## src/rtl/cpu_run_ctrl.sv

```systemverilog
// cpu_run_ctrl
//
// Run controller for the Gameboy CPU core. Holds the CPU in reset, releases
// it for a run, loads IE at the first run cycle, injects an IF value on a
// programmed cycle, and stops on halt or a cycle limit. Accumulates a
// rotate/xor signature over CPU memory writes.
//
// Optional feature macro: CPU_RUN_TRACE_EN
//   defined   -> circular instruction-trace buffer of TRACE_DEPTH bytes
//   undefined -> no buffer; trace_data and trace_fill are constant 0
//
// Ports
//   clock, reset            system clock, async active-low reset
//   start                   one-cycle run request (honoured in IDLE/DONE)
//   timeout, irq_at,
//   irq_vec, ie_vec         run configuration, latched on start
//   cpu_halt, cpu_mem_we,
//   cpu_addr, cpu_data      CPU status and write bus observation
//   cpu_instr, instr_valid  instruction fetch observation (trace)
//   cpu_reset               active-high CPU reset
//   IF_in/IF_load,
//   IE_in/IE_load           interrupt register load strobes and values
//   busy, done, timed_out   run status
//   cycles                  RUN cycles elapsed (saturating)
//   wr_sig, wr_count        write signature and write count
//   trace_idx/trace_data    trace read port (0 = newest), combinational
//   trace_fill              number of valid trace entries
//
// state | meaning
// ------+----------------------------------------------------------
// IDLE  | no run; CPU held in reset
// HOLD  | CPU reset asserted for RST_CYCLES cycles
// RUN   | CPU running; cycle counting, interrupt injection
// DRAIN | one extra cycle so a final write after halt is captured
// DONE  | results held until next start

module cpu_run_ctrl #(
    parameter int CNT_W       = 32,
    parameter int RST_CYCLES  = 2,
    parameter int TRACE_DEPTH = 16,
    localparam int IDX_W      = $clog2(TRACE_DEPTH)
) (
    input  logic               clock,
    input  logic               reset,
    input  logic               start,
    input  logic [CNT_W-1:0]   timeout,
    input  logic [CNT_W-1:0]   irq_at,
    input  logic [4:0]         irq_vec,
    input  logic [4:0]         ie_vec,
    input  logic               cpu_halt,
    input  logic               cpu_mem_we,
    input  logic [15:0]        cpu_addr,
    input  logic [7:0]         cpu_data,
    input  logic [7:0]         cpu_instr,
    input  logic               instr_valid,
    output logic               cpu_reset,
    output logic [4:0]         IF_in,
    output logic [4:0]         IE_in,
    output logic               IF_load,
    output logic               IE_load,
    output logic               busy,
    output logic               done,
    output logic               timed_out,
    output logic [CNT_W-1:0]   cycles,
    output logic [15:0]        wr_sig,
    output logic [15:0]        wr_count,
    input  logic [IDX_W-1:0]   trace_idx,
    output logic [7:0]         trace_data,
    output logic [IDX_W:0]     trace_fill
);

    localparam int HOLD_W = (RST_CYCLES > 1) ? $clog2(RST_CYCLES) : 1;

    typedef enum logic [2:0] {
        S_IDLE,
        S_HOLD,
        S_RUN,
        S_DRAIN,
        S_DONE
    } state_t;

    state_t             state;
    state_t             nxt;
    logic               limit_hit;
    logic               start_run;
    logic               if_fire;
    logic               if_fired;
    logic [HOLD_W-1:0]  hold_cnt;
    logic [CNT_W-1:0]   timeout_q;
    logic [CNT_W-1:0]   irq_at_q;
    logic [4:0]         irq_vec_q;
    logic [4:0]         ie_vec_q;
    logic [CNT_W-1:0]   cycles_inc;

    assign start_run  = start && (state == S_IDLE || state == S_DONE);
    assign cycles_inc = (cycles == '1) ? cycles : cycles + CNT_W'(1);

    // IF strobe is registered, so it is raised on the edge into the cycle
    // whose index equals irq_at.
    assign if_fire = (state == S_RUN) && (nxt == S_RUN) && !if_fired &&
                     (irq_at_q != '0) && (cycles_inc == irq_at_q);

    always_ff @(posedge clock or negedge reset) begin
        if (!reset) state <= S_IDLE;
        else        state <= nxt;
    end

    always_comb begin
        nxt       = state;
        limit_hit = 1'b0;
        case (state)
            S_IDLE, S_DONE: if (start) nxt = S_HOLD;
            S_HOLD:         if (hold_cnt == '0) nxt = S_RUN;
            S_RUN: begin
                if (cpu_halt) begin
                    nxt = S_DRAIN;
                end else if (timeout_q != '0 && cycles == timeout_q - CNT_W'(1)) begin
                    nxt       = S_DONE;
                    limit_hit = 1'b1;
                end
            end
            S_DRAIN:        nxt = S_DONE;
            default:        nxt = S_IDLE;
        endcase
    end

    always_ff @(posedge clock or negedge reset) begin
        if (!reset) begin
            cpu_reset <= 1'b1;
            busy      <= 1'b0;
            done      <= 1'b0;
            IE_load   <= 1'b0;
            IE_in     <= 5'h00;
            IF_load   <= 1'b0;
            IF_in     <= 5'h00;
            if_fired  <= 1'b0;
            hold_cnt  <= '0;
            timeout_q <= '0;
            irq_at_q  <= '0;
            irq_vec_q <= 5'h00;
            ie_vec_q  <= 5'h00;
            cycles    <= '0;
            timed_out <= 1'b0;
            wr_sig    <= 16'h0000;
            wr_count  <= 16'h0000;
        end else begin
            cpu_reset <= (nxt == S_IDLE) || (nxt == S_HOLD);
            busy      <= (nxt == S_HOLD) || (nxt == S_RUN) || (nxt == S_DRAIN);
            done      <= (nxt == S_DONE);

            IE_load   <= (state == S_HOLD) && (nxt == S_RUN);
            IE_in     <= ((state == S_HOLD) && (nxt == S_RUN)) ? ie_vec_q : 5'h00;
            IF_load   <= if_fire;
            IF_in     <= if_fire ? irq_vec_q : 5'h00;

            if (start_run) begin
                hold_cnt  <= HOLD_W'(RST_CYCLES - 1);
                timeout_q <= timeout;
                irq_at_q  <= irq_at;
                irq_vec_q <= irq_vec;
                ie_vec_q  <= ie_vec;
                cycles    <= '0;
                timed_out <= 1'b0;
                wr_sig    <= 16'h0000;
                wr_count  <= 16'h0000;
                if_fired  <= 1'b0;
            end else begin
                if (state == S_HOLD && hold_cnt != '0)
                    hold_cnt <= hold_cnt - HOLD_W'(1);
                if (state == S_RUN)
                    cycles <= cycles_inc;
                if (limit_hit)
                    timed_out <= 1'b1;
                if (if_fire)
                    if_fired <= 1'b1;
                if ((state == S_RUN || state == S_DRAIN) && cpu_mem_we) begin
                    wr_sig <= {wr_sig[14:0], wr_sig[15]} ^ cpu_addr ^ {8'h00, cpu_data};
                    if (wr_count != 16'hFFFF)
                        wr_count <= wr_count + 16'h0001;
                end
            end
        end
    end

`ifdef CPU_RUN_TRACE_EN
    logic [7:0]       trace_mem [TRACE_DEPTH];
    logic [IDX_W-1:0] trace_wp;
    logic [IDX_W:0]   fill_q;
    logic [IDX_W-1:0] rd_addr;

    // Storage needs no reset; validity is tracked by fill_q.
    always_ff @(posedge clock) begin
        if (state == S_RUN && instr_valid)
            trace_mem[trace_wp] <= cpu_instr;
    end

    always_ff @(posedge clock or negedge reset) begin
        if (!reset) begin
            trace_wp <= '0;
            fill_q   <= '0;
        end else if (start_run) begin
            trace_wp <= '0;
            fill_q   <= '0;
        end else if (state == S_RUN && instr_valid) begin
            trace_wp <= trace_wp + IDX_W'(1);
            if (fill_q != (IDX_W+1)'(TRACE_DEPTH))
                fill_q <= fill_q + (IDX_W+1)'(1);
        end
    end

    // Index 0 is the entry just behind the write pointer; wraps modulo depth.
    assign rd_addr    = trace_wp - IDX_W'(1) - trace_idx;
    assign trace_data = ({1'b0, trace_idx} < fill_q) ? trace_mem[rd_addr] : 8'h00;
    assign trace_fill = fill_q;
`else
    logic trace_unused;
    assign trace_unused = ^{cpu_instr, instr_valid, trace_idx};
    assign trace_data   = 8'h00;
    assign trace_fill   = '0;
`endif

endmodule

```

## config.mk

```make
export PLATFORM = sky130hd
export DESIGN_NAME = cpu_run_ctrl
export DESIGN_NICKNAME = d
export VERILOG_FILES = /design/src/rtl/cpu_run_ctrl.sv
export SDC_FILE = /design/constraint.sdc
export NUM_CORES = 1
export LEC_CHECK = 0
export CORE_UTILIZATION = 35
export CTS_BUF_LIST = sky130_fd_sc_hd__clkbuf_8 sky130_fd_sc_hd__clkbuf_16
export CTS_CLUSTER_DIAMETER = 150
export DETAILED_ROUTE_END_ITERATION = 7
export GPL_TIMING_DRIVEN = 1
export HOLD_SLACK_MARGIN = 0.1
export PLACE_DENSITY_LB_ADDON = 0.12
export RECOVER_POWER = 50
export SLEW_MARGIN = 10
export SYNTH_ARGS = -nofsm -noshare
export SYNTH_HDL_FRONTEND = slang
export SYNTH_SLANG_ARGS = --single-unit
```

## constraint.sdc

```tcl
create_clock -name clock -period 2.9 [get_ports clock]
set_clock_uncertainty 0.1 [all_clocks]
set_input_delay 0.29 -clock clock [delete_from_list [all_inputs] [get_ports clock]]
set_output_delay 0.29 -clock clock [all_outputs]
set_load 0.02 [all_outputs]
```

==> flow_metrics.env <==
export IMPL_status="complete, but fails checks"
export IMPL_violations="negative setup slack"
export IMPL_vias_per_cell=5.38
export IMPL_first_global_vias=9067
export IMPL_die_area_um2=28700
export IMPL_rsz0062_at_grt="true"
export IMPL_clock_sinks=159
export IMPL_wl_met3_um=2050
export IMPL_fin_ws_ps=-137
export IMPL_cts_tree="built"
export IMPL_antenna_found_initial=0
export IMPL_wl_met1_um=15600
export IMPL_syn_area_um2=9800
export IMPL_endpoint_kind="flip-flop"
export IMPL_synth_edf_count=0
export IMPL_ios=209
export IMPL_wl_met2_um=15100
export IMPL_worstHoldStart="irq_at[27]"
export IMPL_postRouteAntennaNets=0
export IMPL_via_count=9356
export IMPL_fin_crit_ps=3040
export IMPL_die_w_um=169
export IMPL_multi_input_area_um2=5670
export IMPL_clk_latency_ps=440
export IMPL_clk_pin_slew_worst_paths_ps=70
export IMPL_areaGrowthSynthToFinish_pct=42.5
export IMPL_die_h_um=169
export IMPL_routed_wirelength_um=33500
export IMPL_grt_max_degree=50
export IMPL_syn_inst=1031
export IMPL_start_kind="flip-flop"
export IMPL_instances_no_fill=1740
export IMPL_setup_viol=10
export IMPL_yosysMostFrequentCell="dfrtp_1"
export IMPL_path_class="reg -> reg"
export IMPL_n_antenna_cell=0
export IMPL_min_to="irq_at_q[27]$_DFFE_PN0P_"
export IMPL_fill_cells=2605
export IMPL_clock_tree_root_cell="clkbuf_16"
export IMPL_worst_hold_path_type="in -> reg"
export IMPL_ys_top_cells_by_area="dfrtp_1, mux2_2, xnor2_1, xor2_1, nand2_1"
export IMPL_drc=0
export IMPL_synth_largest_area_cell="dfrtp_1"
export IMPL_fin_area_um2=14000
export IMPL_synth_top_area_share_pct=40.3
export IMPL_drtIter0Drc=660
export IMPL_critical_path_required_ps=3100
export IMPL_dp_hpwl_um=26000
export IMPL_synthArstFlopShare_pct=100
export IMPL_whs_path_depth=3
export IMPL_hold_viol=0
export IMPL_wl_per_cell_um=19.3
export IMPL_critPathMaxFanout=6
export IMPL_clock_fmax_mhz=329
export IMPL_syn_avg_cell_area_um2=9.51
export IMPL_rows=60
export IMPL_synth_yosys_seq_area_share_pct=40.6
export IMPL_portBuffers=182
export IMPL_initial_utilization_pct=36.1
export IMPL_reg2reg_to="IF_in[4]$_DFF_PN0_"
export IMPL_htreeDepth=4
export IMPL_synth_seq_cells=159
export IMPL_vdd_drop_max_mv=0.400
export IMPL_drive_gt1_share_pct=25.7
export IMPL_worst_pin_slew_ps=1310
export IMPL_maxCapViolCount=0
export IMPL_dr_max_layer_used="met4"
export IMPL_ys_flop_type="dfrtp_1"
export IMPL_arrival_ps=3240
export IMPL_seqCellArea_um2=3990
export IMPL_placed_area_um2=13200
export IMPL_cts_max_path_buffers=2
export IMPL_r2r_worst_path_cells=9
export IMPL_gp_congestion=0.958
export IMPL_nets=1474
export IMPL_grt_pass1_wl_um=51700
export IMPL_core_um2=27200
export IMPL_r2r_slack_ps=-140
export IMPL_p_leak_nw=5.64
export IMPL_cts_made_buffers=17
export IMPL_place_inst=1703
export IMPL_place_ws_ps=-228
export IMPL_synthTopCellsByCount="dfrtp_1, nand2_1, xnor2_1, mux2_2, o21ai_0"
export IMPL_regToRegStartpoint="timeout_q[16]$_DFFE_PN0P_"
export IMPL_first_pass_iters=5
export IMPL_drv_slew=0
export IMPL_p_per_area_nw_per_um2=805
export IMPL_synth_warnings=0
export IMPL_track_usage_pct=23.6
export IMPL_period_share_pct=105
export IMPL_relSlewSlack_pct=12.5
export IMPL_synth_cell_type_count=82
export IMPL_gr_total_overflow=0
metal layers:
metal / track usage, % / vias up
met5: 0 / -
met4: 8.11 / 0
met3: 4.62 / 41
met2: 36.2 / 336
met1: 33.0 / 4562
li1: - / 4417
critical path, cell delays in order, from the launching register on:
cell	delay (ps)
dfrtp_1	380
or4_4	590
or4b_4	600
o22a_1	220
nor4_1	200
and4_1	240
nand4_1	220
nand2_4	180
buf_12	140
nor4b_2	50
report_power, final:
group	internal (mW)	switching, mW	total (mW)
Clock	1.17	1.11	2.29
Sequential	2.95	0.622	3.57
Combinational	2.64	2.75	5.38
Total	6.76	4.48	11.2
kinds of logic after synthesis:
logic type	Yosys count	share of synthesized area, %
buf+inv	91	4.46
simple gates	383	21.4
flops	159	40.6
mux	75	8.57
compound gates	202	14.1
fa+ha+maj	3	0.383
other cells	1	0.0383
xor+xnor	117	10.5
cell type report:
class	instances	area share, %
timing repair buffer	369	22.9
inverter	15	0.403
multi-input combinational	793	40.6
clock inverter	14	1.06
sequential	159	28.5
tap	372	3.33
clock buffer	18	3.14
cell usage in the layout, fill, tap and decap left out, types with 12 or more instances in the layout:
cell type	count
and3_1	12
nor4_1	17
nand3_1	28
xnor2_1	72
nand2_1	95
clkbuf_16	17
mux2_2	71
conb_1	13
nor3_1	28
o21ai_0	70
nand4_1	35
dfrtp_1	154
clkdlybuf4s50_1	164
dlygate4sd3_1	18
inv_1	15
a31oi_1	16
buf_4	173
o31ai_1	14
nor2_1	59
a21oi_1	24
xor2_1	45
what timing repair did:
item | 4_1_cts | 5_1_grt
setup buffers | 3 | 1
resized for setup | 22 | 31
pin swaps | 8 | 8
cloned | 0 | 0
hold endpoints to repair | 44 | 0
endpoints found under the setup margin | 13 | 13
hold buffers | 1 | 0
sequential cells by signal, summed over array words and instances, names as in the netlist, 3 cells and up:
name	flops
wr_sig	16
irq_at_q	32
IE_in	5
ie_vec_q	5
state	3
IF_in	5
cycles	32
wr_count	16
timeout_q	32
irq_vec_q	5
per-stage QoR:
step	utilization, %	hold WS, ps	TNS (ps)	total power, mW
global placement	48.4	172	-2110	8.80
floorplan	-	-106	0	6.57
CTS	51.1	276	-637	11.3
finish	51.4	319	-994	11.2
detailed placement	48.4	170	-2360	8.87
global route	51.4	334	-2500	11.9
how the worst max path moves through the flow:
stage / from / to / slack, ps / cells after the start
floorplan: cycles[0]$_DFFE_PN0P_ / IF_in[0]$_DFF_PN0_ / 30 / 10
global placement: timeout_q[16]$_DFFE_PN0P_ / IF_in[2]$_DFF_PN0_ / -220 / 9
detailed placement: timeout_q[16]$_DFFE_PN0P_ / IF_in[4]$_DFF_PN0_ / -230 / 9
CTS: timeout_q[5]$_DFFE_PN0P_ / IF_in[4]$_DFF_PN0_ / -90 / 9
global route: timeout_q[16]$_DFFE_PN0P_ / IF_in[4]$_DFF_PN0_ / -240 / 9
finish: timeout_q[16]$_DFFE_PN0P_ / IF_in[4]$_DFF_PN0_ / -140 / 9
No activity file was read; power rests on OpenSTA's default activity.
==> variant 1 (same flow settings) <==
The parameter `RST_CYCLES` goes from 2 to 1.
--- a/src/rtl/cpu_run_ctrl.sv
+++ b/src/rtl/cpu_run_ctrl.sv
@@ -36,7 +36,7 @@
 
 module cpu_run_ctrl #(
     parameter int CNT_W       = 32,
-    parameter int RST_CYCLES  = 2,
+    parameter int RST_CYCLES  = 1,
     parameter int TRACE_DEPTH = 16,
     localparam int IDX_W      = $clog2(TRACE_DEPTH)
 ) (
Function: changed (Yosys sat finds a counterexample within 4 cycles, from zero or initial values and one cycle with reset low).
==> variant 1 against the unedited design <==
The flow still finishes with violations (setup timing); worst setup slack got worse by 0.013 ns; power grew 3.6%; synthesized cell count grew 18%; final cell count up 12%; sequential share of layout area decreased by 0.76 points; synthesized area up 1.9%; global-route usage is 2.4 points higher; wire length increased by 11%; fmax is 0.43% lower; sequential cell count is the same; cell area rose by 2.7%; critical path type unchanged; largest power group unchanged; highest routed layer unchanged.
==> variant 1: results (changes against the unedited design) <==
Synthesis
  • Synth unique cells: 76 (-7.3%)
  • Synth Area in Compound Gates: 0.149 (+0.00798)
  • Synthesized-area fraction occupied by adder cells: 0.00376 (-0.0000724)
  • Seq/Total Area, Yosys: 0.398 (-0.00768)
  • Synth Area in XOR/XNOR: 0.0999 (-0.00461)
  • Post-synthesis mux area share: 0.00827 (-0.0774)
  • Cells after synthesis: 1217 (+18%)

Detailed routing
  • Met2 wire length: 17.4 mm (+16%)
  • Routed WL: 37.1 mm (+11%)
  • Initial detailed-routing violation count: 814 (+23%)
  • Metal3 WL: 1.78 mm (-13%)
  • Avg WL per Cell: 19.1 µm (-0.79%)

Power
  • Pwr/cell area: 812 nW/µm² (+0.89%)
  • P_clk: 0.00235 W (+3%)
  • Leakage power: 6.24 nW (+11%)
  • P_int: 0.00667 W (-1.4%)

Placement
  • Cell Area, Placed: 13500 µm² (+2.6%)
  • Placed insts: 1902 (+12%)
  • Post-DP HPWL: 28.5 mm (+9.7%)
  • RD Place Congestion: 0.987 (+3.1%)
  • Pre-CTS setup slack: -0.331 ns (-0.103 ns)

Final layout
  • Fraction of layout cells with a size suffix above 1: 0.191 (-0.0668)
  • NumNets Final: 1670 (+13%)
  • Filler Cell Count: 2743 (+5.3%)

CTS
  • Post-CTS setup buffers: 1 (-2)
  • CTS resizes: 13 (-41%)
  • Cts hold-fix bufs: 2 (+1)

GRT
  • Tot GR Track Use: 0.259 (+0.0238)
  • GR Util met3: 0.0338 (-0.0124)
  • Global-route wire length before repair: 57.4 mm (+11%)
  • Largest net degree at the start of global routing: 104 (+110%)
  • Grt met1 use: 0.356 (+0.0266)

Run status
  • Status: complete, but fails checks
  • Failing checks: setup timing

Timing
  • Slew HR: 0.00882 (-0.116)
  • Setup_tns: -1.36 ns (-0.368 ns)
  • Setup ws final: -0.150 ns (-0.0131 ns)
  • Setup-failing EPs final: 12 (+2)

Critical path
  • Max stage delay on crit path: 0.53 ns (-0.07 ns)
  • Crit path max-delay cell type: or4_4
  • CP Max Fanout: 8 (+2)
-- variant 1: final timing paths --
path	end	cells after the start	start	slack [ns]
setup / recovery	IF_in[3]$_DFF_PN0_	8	timeout_q[14]$_DFFE_PN0P_	-0.15
setup reg to reg	IF_in[3]$_DFF_PN0_	8	timeout_q[14]$_DFFE_PN0P_	-0.15
hold reg to reg	ie_vec_q[2]$_DFFE_PN0P_	2	ie_vec_q[2]$_DFFE_PN0P_	0.37
max in group asynchronous	hold_cnt$_DFFE_PN0P_	3	reset	0.92
hold / removal	irq_at_q[26]$_DFFE_PN0P_	3	irq_at[26]	0.27
min in group asynchronous	irq_at_q[19]$_DFFE_PN0P_	3	reset	0.64
-- variant 1: cell type report --
class / count / area (µm²) / area share
clock inverter: 13 / 151 / 0.0106
inverter: 28 / 105 / 0.00733
multi-input combinational: 954 / 5780 / 0.403
sequential: 159 / 3980 / 0.278
timing repair buffer: 391 / 3400 / 0.237
clock buffer: 19 / 453 / 0.0316
tap: 378 / 473 / 0.0330
==> variant 2 (same settings) <==
Made on the original files. Add an input register stage for `irq_at`; this delays it by one clock. The other inputs are not delayed to match.
--- a/src/rtl/cpu_run_ctrl.sv
+++ b/src/rtl/cpu_run_ctrl.sv
@@ -79,6 +79,12 @@
         S_DONE
     } state_t;
 
+    logic [CNT_W-1:0] irq_at_r;
+
+    always_ff @(posedge clock) begin
+        irq_at_r <= irq_at;
+    end
+
     state_t             state;
     state_t             nxt;
     logic               limit_hit;
@@ -156,7 +162,7 @@
             if (start_run) begin
                 hold_cnt  <= HOLD_W'(RST_CYCLES - 1);
                 timeout_q <= timeout;
-                irq_at_q  <= irq_at;
+                irq_at_q  <= irq_at_r;
                 irq_vec_q <= irq_vec;
                 ie_vec_q  <= ie_vec;
                 cycles    <= '0;
Behaviour: not the same (a bounded check fails within 10 cycles, from zero or initial values and one cycle with reset low).
==> variant 2 against the unedited design <==
The run still ends with setup timing left; largest power group unchanged; global-route usage down 0.84 points; synthesized area rose by 6.7%; worst setup slack better by 0.060 ns; power rose by 6.5%; count of clock-buffer cells in the layout rose by 3; via count is 5.3% higher; largest cell class unchanged; cell area rose by 8.1%; sequential cell count up 32; wire length increased by 0.79%.
==> variant 2: results (changes against the unedited design) <==
Run status
  • Status: complete, but fails checks
  • Failing checks: setup timing

Synthesis
  • Post-synth top cells: nand2_1 (287), dfrtp_1 (158), nor2_1 (81)
  • Ys async rst share: 0.832 (-0.168)
  • Synth area leaders: dfrtp_1 (38%), nand2_1 (10%), xnor2_1 (6.6%)
  • Seq/Total Area, Yosys: 0.442 (+0.0357)

Placement
  • Post-DP HPWL: 25.7 mm (-1.3%)
  • Cell Area, Placed: 14200 µm² (+7.6%)
  • RD Place Congestion: 0.920 (-3.9%)

Final layout
  • Fraction of layout cells with a size suffix above 1: 0.222 (-0.0354)
  • NumNets Final: 1688 (+15%)
  • Filler Cell Count: 2789 (+7.1%)

Detailed routing
  • Drt pass-1 iters: 5 (unchanged)
  • Top routing layer used: met4
  • M1 WL: 16.0 mm (+3.1%)
  • Initial detailed-routing violation count: 813 (+23%)
  • Metal3 WL: 1.60 mm (-22%)
  • Via count: 9855 (+5.3%)
  • Met2 wire length: 15.6 mm (+3.7%)
  • Avg WL per Cell: 17.2 µm (-11%)

Power
  • Switch share: 0.403 (+0.00413)
  • Leakage power: 6.65 nW (+18%)
  • Maximum VDD drop: 415 µV (+3.8%)

Die
  • Die Span X: 175 µm (+3.3%)

GRT
  • Tot GR Track Use: 0.227 (-0.00836)
  • Global-route wire length before repair: 53.7 mm (+4.0%)
  • Largest net degree at the start of global routing: 70 (+40%)
  • Vias in the first global route: 9618 (+6.1%)

Timing
  • Worst hold margin: 0.266 ns (-0.0534 ns)
  • Setup_tns: -0.439 ns (+0.554 ns)
  • Setup ws final: -0.0762 ns (+0.0603 ns)
  • Slew HR: 0.0900 (-0.0351)
  • Setup-failing EPs final: 9 (-1)

CTS
  • Total clock buffers created by CTS: 17 (unchanged)

Critical path
  • Critical Path RT: 3.17 ns (+0.07 ns)
==> variant 2: timing repair <==
item | 4_1_cts | 5_1_grt
hold endpoints to repair | 50 | 0
hold buffers | 1 | 0
buffers inserted | 9 | 9
pin swaps | 19 | 12
setup endpoints to repair | 12 | 12
resized for setup | 29 | 24
==> variant 2: stage by stage <==
step,instances,setup WS [ns],util
finish,1966,-0.0762,0.521
global route,1966,-0.219,0.521
CTS,1957,-0.0918,0.515
detailed placement,1915,-0.202,0.488
global placement,1915,-0.152,0.488
floorplan,1217,-0.0295,-
==> variant 2: final cells by class <==
type	count	share of cell area
multi-input cells	928	0.380
repair buffers	413	0.237
well taps	384	0.0318
clock buffers	21	0.0333
flip-flops and latches	191	0.308
clock inverters	11	0.00580
inverters	18	0.00447
==> variant 2: layer usage <==
metal | vias to the layer above | global-route usage
met5 | - | 0
met4 | 0 | 0.0558
met3 | 32 | 0.0383
met2 | 271 | 0.356
met1 | 4684 | 0.325
li1 | 4868 | -
==> variant 2: path summary, 6_finish.rpt <==
| kind | cells past startpoint | endpoint | start |
|---|---|---|---|
| min in group asynchronous | 2 | ie_vec_q[0]$_DFFE_PN0P_ | reset |
| max in group asynchronous | 3 | cycles[25]$_DFFE_PN0P_ | reset |
| hold reg to reg | 2 | irq_at_q[3]$_DFFE_PN0P_ | irq_at_r[3]$_DFF_P_ |
| hold / removal | 3 | timeout_q[30]$_DFFE_PN0P_ | timeout[30] |
| setup / recovery | 12 | IF_in[2]$_DFF_PN0_ | cycles[5]$_DFFE_PN0P_ |
| setup reg to reg | 12 | IF_in[2]$_DFF_PN0_ | cycles[5]$_DFFE_PN0P_ |
==> variant 2: cell families after synthesis <==
| family | after synthesis | share of synthesized area |
|---|---|---|
| AO/OA/AOI/OAI | 198 | 0.119 |
| XOR/XNOR | 117 | 0.0980 |
| adder cells (fa/ha/maj) | 3 | 0.00359 |
| buffers and inverters | 98 | 0.0432 |
| flip-flops | 191 | 0.442 |
| multiplexers | 16 | 0.0159 |
| other | 1 | 0.000359 |
| AND/OR/NAND/NOR | 581 | 0.278 |
==> variant 2: power groups by stage <==
stage / Combinational [W] / Sequential (W) / Clock [W]
floorplan: 0.00290 / 0.00420 / 0
global placement: 0.00532 / 0.00408 / 0
detailed placement: 0.00536 / 0.00409 / 0
CTS: 0.00547 / 0.00405 / 0.00246
global route: 0.00610 / 0.00415 / 0.00256
finish: 0.00553 / 0.00405 / 0.00239
==> variant 2: worst max-delay path, stage by stage, from the launching register on <==
cell and delay (ns):
dfrtp_2 0.40, and4_4 0.24, buf_4 0.11, nand4_1 0.14, buf_4 0.18, a21oi_2 0.22, buf_4 0.20, nand2_1 0.09
a2111oi_2 0.40, nand4_1 0.13, nand4b_1 0.30, buf_12 0.22, nor3_1 0.15
